==> src/rtl/mc_main_control.sv <==
// mc_main_control: multi-cycle MIPS main control FSM with memory wait states and a timeout watchdog
// Optional feature: define MC_ADDI_EN to add ADDI (opcode 001000) through states ADDIEX=10 and ADDIWB=11.
// Ports: clk, rst (synchronous, active-high); opcode, zero, mem_ready in;
//        pc_write, pc_write_cond, iord, mem_read, mem_write, ir_write, mem_to_reg, reg_dst,
//        reg_write, alu_src_a, alu_src_b, pc_source, aluop out; state (debug), fault (sticky) out.
module mc_main_control #(
    parameter int TIMEOUT_CYCLES = 15,
    parameter int CNT_W = 8
) (
    input  logic       clk,
    input  logic       rst,
    input  logic [5:0] opcode,
    input  logic       zero,
    input  logic       mem_ready,
    output logic       pc_write,
    output logic       pc_write_cond,
    output logic       iord,
    output logic       mem_read,
    output logic       mem_write,
    output logic       ir_write,
    output logic       mem_to_reg,
    output logic       reg_dst,
    output logic       reg_write,
    output logic       alu_src_a,
    output logic [1:0] alu_src_b,
    output logic [1:0] pc_source,
    output logic [1:0] aluop,
    output logic [3:0] state,
    output logic       fault
);
    typedef enum logic [3:0] {
        FETCH  = 4'd0,
        DECODE = 4'd1,
        MEMADR = 4'd2,
        MEMRD  = 4'd3,
        MEMWB  = 4'd4,
        MEMWR  = 4'd5,
        EXEC   = 4'd6,
        RWB    = 4'd7,
        BRANCH = 4'd8,
        JUMP   = 4'd9,
`ifdef MC_ADDI_EN
        ADDIEX = 4'd10,
        ADDIWB = 4'd11,
`endif
        HALT   = 4'd15
    } state_t;

    typedef struct packed {
        logic       pc_write;
        logic       pc_write_cond;
        logic       iord;
        logic       mem_read;
        logic       mem_write;
        logic       mem_to_reg;
        logic       reg_dst;
        logic       reg_write;
        logic       alu_src_a;
        logic [1:0] alu_src_b;
        logic [1:0] pc_source;
        logic [1:0] aluop;
    } ctl_t;

    localparam logic [5:0] OP_R   = 6'b000000;
    localparam logic [5:0] OP_LW  = 6'b100011;
    localparam logic [5:0] OP_SW  = 6'b101011;
    localparam logic [5:0] OP_BEQ = 6'b000100;
    localparam logic [5:0] OP_J   = 6'b000010;
`ifdef MC_ADDI_EN
    localparam logic [5:0] OP_ADDI = 6'b001000;
`endif

    state_t           st, nxt;
    ctl_t             ctl;
    logic [CNT_W-1:0] cnt;
    logic             in_fetch, timeout, wait_st;
    logic             unused_zero;

    // The zero flag gates pc_write_cond in the datapath, not here.
    assign unused_zero = zero;

    function automatic ctl_t dec(input state_t s);
        ctl_t c;
        c = '0;
        case (s)
            FETCH:  begin c.mem_read = 1'b1; c.alu_src_b = 2'b01; end
            DECODE: c.alu_src_b = 2'b11;
            MEMADR: begin c.alu_src_a = 1'b1; c.alu_src_b = 2'b10; end
            MEMRD:  begin c.mem_read = 1'b1; c.iord = 1'b1; end
            MEMWB:  begin c.reg_write = 1'b1; c.mem_to_reg = 1'b1; end
            MEMWR:  begin c.mem_write = 1'b1; c.iord = 1'b1; end
            EXEC:   begin c.alu_src_a = 1'b1; c.aluop = 2'b10; end
            RWB:    begin c.reg_write = 1'b1; c.reg_dst = 1'b1; end
            BRANCH: begin c.alu_src_a = 1'b1; c.aluop = 2'b01; c.pc_write_cond = 1'b1; c.pc_source = 2'b01; end
            JUMP:   begin c.pc_write = 1'b1; c.pc_source = 2'b10; end
`ifdef MC_ADDI_EN
            ADDIEX: begin c.alu_src_a = 1'b1; c.alu_src_b = 2'b10; end
            ADDIWB: c.reg_write = 1'b1;
`endif
            default: ;
        endcase
        return c;
    endfunction

    always_comb begin
        timeout = cnt == CNT_W'(TIMEOUT_CYCLES);
        wait_st = st == FETCH || st == MEMRD || st == MEMWR;
        nxt = st;
        case (st)
            FETCH:  nxt = mem_ready ? DECODE : timeout ? HALT : FETCH;
            DECODE: begin
                nxt = (opcode == OP_LW || opcode == OP_SW) ? MEMADR :
                      opcode == OP_R   ? EXEC   :
                      opcode == OP_BEQ ? BRANCH :
                      opcode == OP_J   ? JUMP   : HALT;
`ifdef MC_ADDI_EN
                if (opcode == OP_ADDI) nxt = ADDIEX;
`endif
            end
            MEMADR: nxt = opcode == OP_SW ? MEMWR : MEMRD;
            MEMRD:  nxt = mem_ready ? MEMWB : timeout ? HALT : MEMRD;
            MEMWR:  nxt = mem_ready ? FETCH : timeout ? HALT : MEMWR;
            EXEC:   nxt = RWB;
`ifdef MC_ADDI_EN
            ADDIEX: nxt = ADDIWB;
`endif
            HALT:   nxt = HALT;
            default: nxt = FETCH;
        endcase
    end

    // Outputs are registered from the next state, so they line up with the state they decode.
    always_ff @(posedge clk) begin
        if (rst) begin
            st       <= FETCH;
            cnt      <= '0;
            fault    <= 1'b0;
            ctl      <= dec(FETCH);
            in_fetch <= 1'b1;
        end else begin
            st       <= nxt;
            cnt      <= (wait_st && nxt == st && !mem_ready) ? cnt + 1'b1 : '0;
            fault    <= fault || nxt == HALT;
            ctl      <= dec(nxt);
            in_fetch <= nxt == FETCH;
        end
    end

    // Fetch completion loads IR and PC in the same cycle the memory answers.
    assign ir_write      = in_fetch & mem_ready;
    assign pc_write      = ctl.pc_write | (in_fetch & mem_ready);
    assign pc_write_cond = ctl.pc_write_cond;
    assign iord          = ctl.iord;
    assign mem_read      = ctl.mem_read;
    assign mem_write     = ctl.mem_write;
    assign mem_to_reg    = ctl.mem_to_reg;
    assign reg_dst       = ctl.reg_dst;
    assign reg_write     = ctl.reg_write;
    assign alu_src_a     = ctl.alu_src_a;
    assign alu_src_b     = ctl.alu_src_b;
    assign pc_source     = ctl.pc_source;
    assign aluop         = ctl.aluop;
    assign state         = st;
endmodule

==> config.mk <==
export PLATFORM = sky130hd
export DESIGN_NAME = mc_main_control
export DESIGN_NICKNAME = d
export VERILOG_FILES = /design/src/rtl/mc_main_control.sv
export SDC_FILE = /design/constraint.sdc
export NUM_CORES = 1
export LEC_CHECK = 0
export CAP_MARGIN = 20
export CORE_MARGIN = 2
export CORE_UTILIZATION = 48
export CTS_BUF_LIST = sky130_fd_sc_hd__clkbuf_16
export CTS_CLUSTER_SIZE = 24
export DETAILED_ROUTE_END_ITERATION = 6
export GPL_ROUTABILITY_DRIVEN = 0
export PLACE_DENSITY = 0.87
export SETUP_SLACK_MARGIN = 0.15
export SYNTH_ARGS = -nofsm -noshare
export SYNTH_HDL_FRONTEND = slang
export SYNTH_SLANG_ARGS = --single-unit
==> constraint.sdc <==
create_clock -name clk -period 3 [get_ports clk]
set_clock_uncertainty 0.15 [all_clocks]
set_input_delay 0.6 -clock clk [delete_from_list [all_inputs] [get_ports clk]]
set_output_delay 0.6 -clock clk [all_outputs]
set_load 0.01 [all_outputs]
---- Yosys cells after proc, flatten, opt, wreduce, memory -nomap -nowiden ----
Index checks and enable logic that the tools add are counted.
word-level totals
  bits in registers ....................... 29
  output and inout port bits .............. 21
  input bits .............................. 10
  logic and storage cells ................. 81
operators by class
  reductions and logical operators ........ 15
  equality and inequality tests ........... 22
  bitwise gates (word level) .............. 3
  $add $sub $neg .......................... 1
  mux-type cells .......................... 24
operator list
  cell                 count
  $mux 4               8
  $pmux 4 s7           1
  $eq 4x3->1 const B   6
  $eq 4x2->1 const B   4
  $eq 4x4->1 const B   4
  $eq 6x6->1 const B   2
  $mux 1               9
  $mux 3               3
  $add 8x1->8 const B  1
  $eq 4x1->1 const B   2
  $eq 8x4->1 const B   1
  $logic_not 4->1      2
  $pmux 2 s2           2
  $reduce_or 2->1      4
  $eq 6x2->1 const B   1
  $eq 6x3->1 const B   1
  $logic_not 6->1      1
  $pmux 2 s3           1
  $eq 4x4->1           1
  $logic_or 1x1->1     4
  $reduce_or 3->1      1
  $logic_and 1x1->1    2
  $and 1x1->1          1
  $logic_not 1->1      1
  other kinds (2)      2

---- Logic depth before layout (Yosys ltp) ----
  depth after elaboration ................. 11
  depth in mapped cells ................... 8
  gate-level depth less buffers ........... 7

---- Worst setup path after synthesis ----
OpenSTA, ideal clock, no wires.
  path kind ............................... input to register
  start ................................... in mem_ready
  end ..................................... reg ctl, in the netlist reg_write
  buffers on the path ..................... 2
  setup slack ............................. 543 ps
  arrival ................................. 2190 ps
  required time ........................... 2734 ps
  setup time .............................. 116 ps
  stages on the path ...................... 8
  cells stage by stage .................... clkbuf_1 nor3_1 a22o_1 a22o_1 a211o_1 clkbuf_1 xnor2_1 and4_1
between the ends
  word-level cells in the longest chain between the ends .. 5
  elaborated cells on any way between the ends .. 8
  classes of those cells .................. eq/ne (2); mux (5); reduce/logical (1)
RTL lines
  element                      line           RTL
  start, declared              14             input logic mem_ready,
  $mux 4 (on tied branches)    122, 110, 121
  $pmux 4 s7 *                 109            case (st)
  $eq 4x3->1                   85             case (s)
  $reduce_or 2->1 (no line) *  --
  $mux 1 *                     85
  end signal, assigned         138            ctl <= dec(FETCH);
  end signal, assigned         144            ctl <= dec(nxt);
  end, declared                74             ctl_t ctl;
Every way passes the cells marked *; elsewhere a longest branch is shown, timed or not.
A chain may end at the register's enable or synchronous reset.

---- Final worst setup path ----
  start ................................... in mem_ready
  end ..................................... out pc_write
between the ends
  word-level cells in the longest chain between the ends .. 2
RTL lines
  element        line  RTL
  $and 1x1->1    151   assign pc_write = ctl.pc_write | (in_fetch & mem_ready);
  $or 1x1->1     151
  end, declared  15    output logic pc_write,
Every way passes these cells.

==> metrics.cfg <==
[logic_synthesis]
synth_top_area_frac = 0.4094
yosysSeqAreaShare = 0.4094
synth_area_um2 = 1271
syn_nets = 155
synthFlopType = dfxtp_1
post-synth-top-count-cell = dfxtp_1
yosysTopAreaCell = dfxtp_1
synth_seq_cells = 26
syn-instance-count = 144
synth_edf_count = 0
ys_types = 47
async_flop_share = 0
synth.avg_cell_area_um2 = 8.828
ys_top_cells_by_count = dfxtp_1 (26), nor2_1 (22)
synth_area_leaders = dfxtp_1 (41%), nor2_1 (6.5%), xnor2_1 (4.8%)
ys_warn_count = 0

[sta]
drv_slew = 0
relSlewSlack = 0.6426
finalSetupViolations = 0
period_share = 0.9320
rsz0062_at_grt = no
tightest_slew_ns = 0.5353
whs_ns = 0.3015
tns_ns = 0
final_hold_viol_count = 0
fin_crit_ns = 2.796
worst_slack_ns = 0.2041
max_freq_mhz = 357.7

[critical_path]
cp-end-kind = output pin
path_cells = clkdlybuf4s50_1 -> and2_1 -> or2_2 -> clkdlybuf4s50_1
cp_slowest_cell = clkdlybuf4s50_1
crit_path_frequent_cell = clkdlybuf4s50_1
r2r_setup_slack_ns = 0.45
crit_required_ns = 2.25
cp-start-kind = primary input
crit_fanout = 4
timing.rr.end = ctl[14]
worst-setup-path-type = in2out
cp_data_arrival_time_ns = 2.05
worst-r2r-cell-count = 6
r2r_start = cnt[5]
path_buf_inv = 2
critPathMaxStageDelay_ns = 0.49
critPathTopFamily = buffers and inverters

[die]
initial_utilization = 0.5085
die_h_um = 55.46
die-area_um2 = 3076
ioPinCount = 31
num_rows = 18
die_x_um = 55.46
core_region_area_um2 = 2500

[route]
detail-route-antenna-nets = 0
drtIter0Drc = 67
wl_per_cell_um = 15.46
dr.pass1.iters = 4
drc_errors = 0
num_vias = 1176
drt_wl_total_um = 3091
vias_per_cell = 5.880

[job]
drv_cap = 0

[global_route]
antenna_found_initial = 0
grt_pass1_wl_um = 5299
grt_overflow_total = 0
track_usage = 0.2115
grt_max_degree = 17
grt_pass1_vias = 1143

[clocking]
cts.htree.levels = 1
cts_buffer_depth = 2
cts_sinks = 26
clock_latency_ns = 0.26
cts.clk_slew.worst_paths_ns = 0.06
postCtsSetupBuffers = 0
cts_tree = yes
cts_resized = 0
root_buffer = clkbuf_16
numCtsBuffers = 3
cts_hold_buf = 0

[placed_design]
place_ws_ns = 0.08720
post-dp-hpwl_um = 2089
port_buffers = 29

[worst_hold_path]
min_path_type = reg2reg
hp-start = cnt[0]
hold_path_end = cnt[0]
min_path_cells = 1

[layout]
nFillCells = 173
largest_reg_flops = 8
synthToLayoutAreaGrowth_pct = 32.78
antenna_cells = 0
nets = 182
regMostFlops = cnt
drive_gt1_frac = 0.1118

[pwr]
powerDensity_nw_per_um2 = 1082
power.leakage_nw = 0.6157
internal_power_mw = 1.135
netSwitchingFraction = 0.3782
p_clk_frac = 0.209
power_frac_comb = 0.490
share_seq_of_total_power = 0.301
switching_power_mw = 0.6905
ir_drop_mv = 0.9497

[status]
outcome = finished clean

[final cells by class]
cell class                 instances  area (µm²)  area share
inverter                           5       21.27     0.01260
clock buffer                       3       75.07     0.04448
clock inverter                     1       30.03     0.01779
sequential                        26       520.5      0.3084
multi-input combinational        103       690.7      0.4092
timing repair buffer              32       312.8      0.1853
tap                               30       37.54     0.02224
[metrics by stage]
stage / instances / area [µm²] / util / total power, mW
after global placement: 196 / 1575 / 0.6301 / 1.357
after floorplan: 144 / 1271 / - / 1.085
after global routing: 200 / 1688 / 0.6752 / 1.942
final: 200 / 1688 / 0.6752 / 1.826
after CTS: 200 / 1680 / 0.6722 / 1.798
after detailed placement: 196 / 1575 / 0.6301 / 1.400
[worst register-to-register path, stage by stage, from the launching register on]
cell      delay (ns)
dfxtp_1         0.34
or4_4           0.55
or2_0           0.25
or4_4           0.50
o211ai_4        0.32
inv_4           0.09
nor4_2          0.26
[logic make-up after synthesis]
kind of cell,count (synthesis),share of synthesized area
and+or+nand+nor,67,0.2904
DFF,26,0.4094
AOI/OAI and AO/OA,22,0.1447
buffers and inverters,15,0.05315
xor gates and xnor gates,11,0.07579
muxes,2,0.01673
adders and majority gates,1,0.009841
[cell usage in the layout, fill, tap and decap left out, drive strengths merged, types with 3 or more instances in the layout]
cell	instances
clkdlybuf4s50	29
dfxtp	26
nor2	22
nor3	8
nand3	7
xnor2	7
nand2	5
inv	5
xor2	4
or4	4
and2	3
nor2b	3
o21ai	3
clkbuf	3
buf	3
nor4	3
[power groups by stage]
| stage | clock network [mW] | logic, mW | registers, mW |
|---|---|---|---|
| 6_report | 0.382 | 0.894 | 0.549 |
| 2_1_floorplan | 0 | 0.558 | 0.527 |
| 4_1_cts | 0.385 | 0.869 | 0.544 |
| 3_3_place_gp | 0 | 0.816 | 0.541 |
| 5_1_grt | 0.402 | 0.978 | 0.562 |
| 3_5_place_dp | 0 | 0.849 | 0.551 |
[per-layer routing]
| metal | part of all wire | global-route usage | vias to the layer above |
|---|---|---|---|
| li1 | - | - | 563 |
| met1 | 0.43 | 0.2584 | 571 |
| met2 | 0.51 | 0.3554 | 36 |
| met3 | 0.049 | 0.06089 | 6 |
| met4 | 0.012 | 0.06969 | 0 |
| met5 | 0 | 0 | - |
[worst max-delay path by stage]
stage                         start        end  slack [ns]  depth (start not counted)
after floorplan           mem_ready  reg_write        0.54                          8
after global placement    opcode[1]   in_fetch        0.13                          6
after detailed placement  opcode[3]  reg_write        0.09                          7
after CTS                 mem_ready   pc_write        0.22                          4
after global routing      mem_ready   pc_write        0.17                          4
final                     mem_ready   pc_write        0.20                          4
Note: power is estimated with default switching activity, not from simulation.
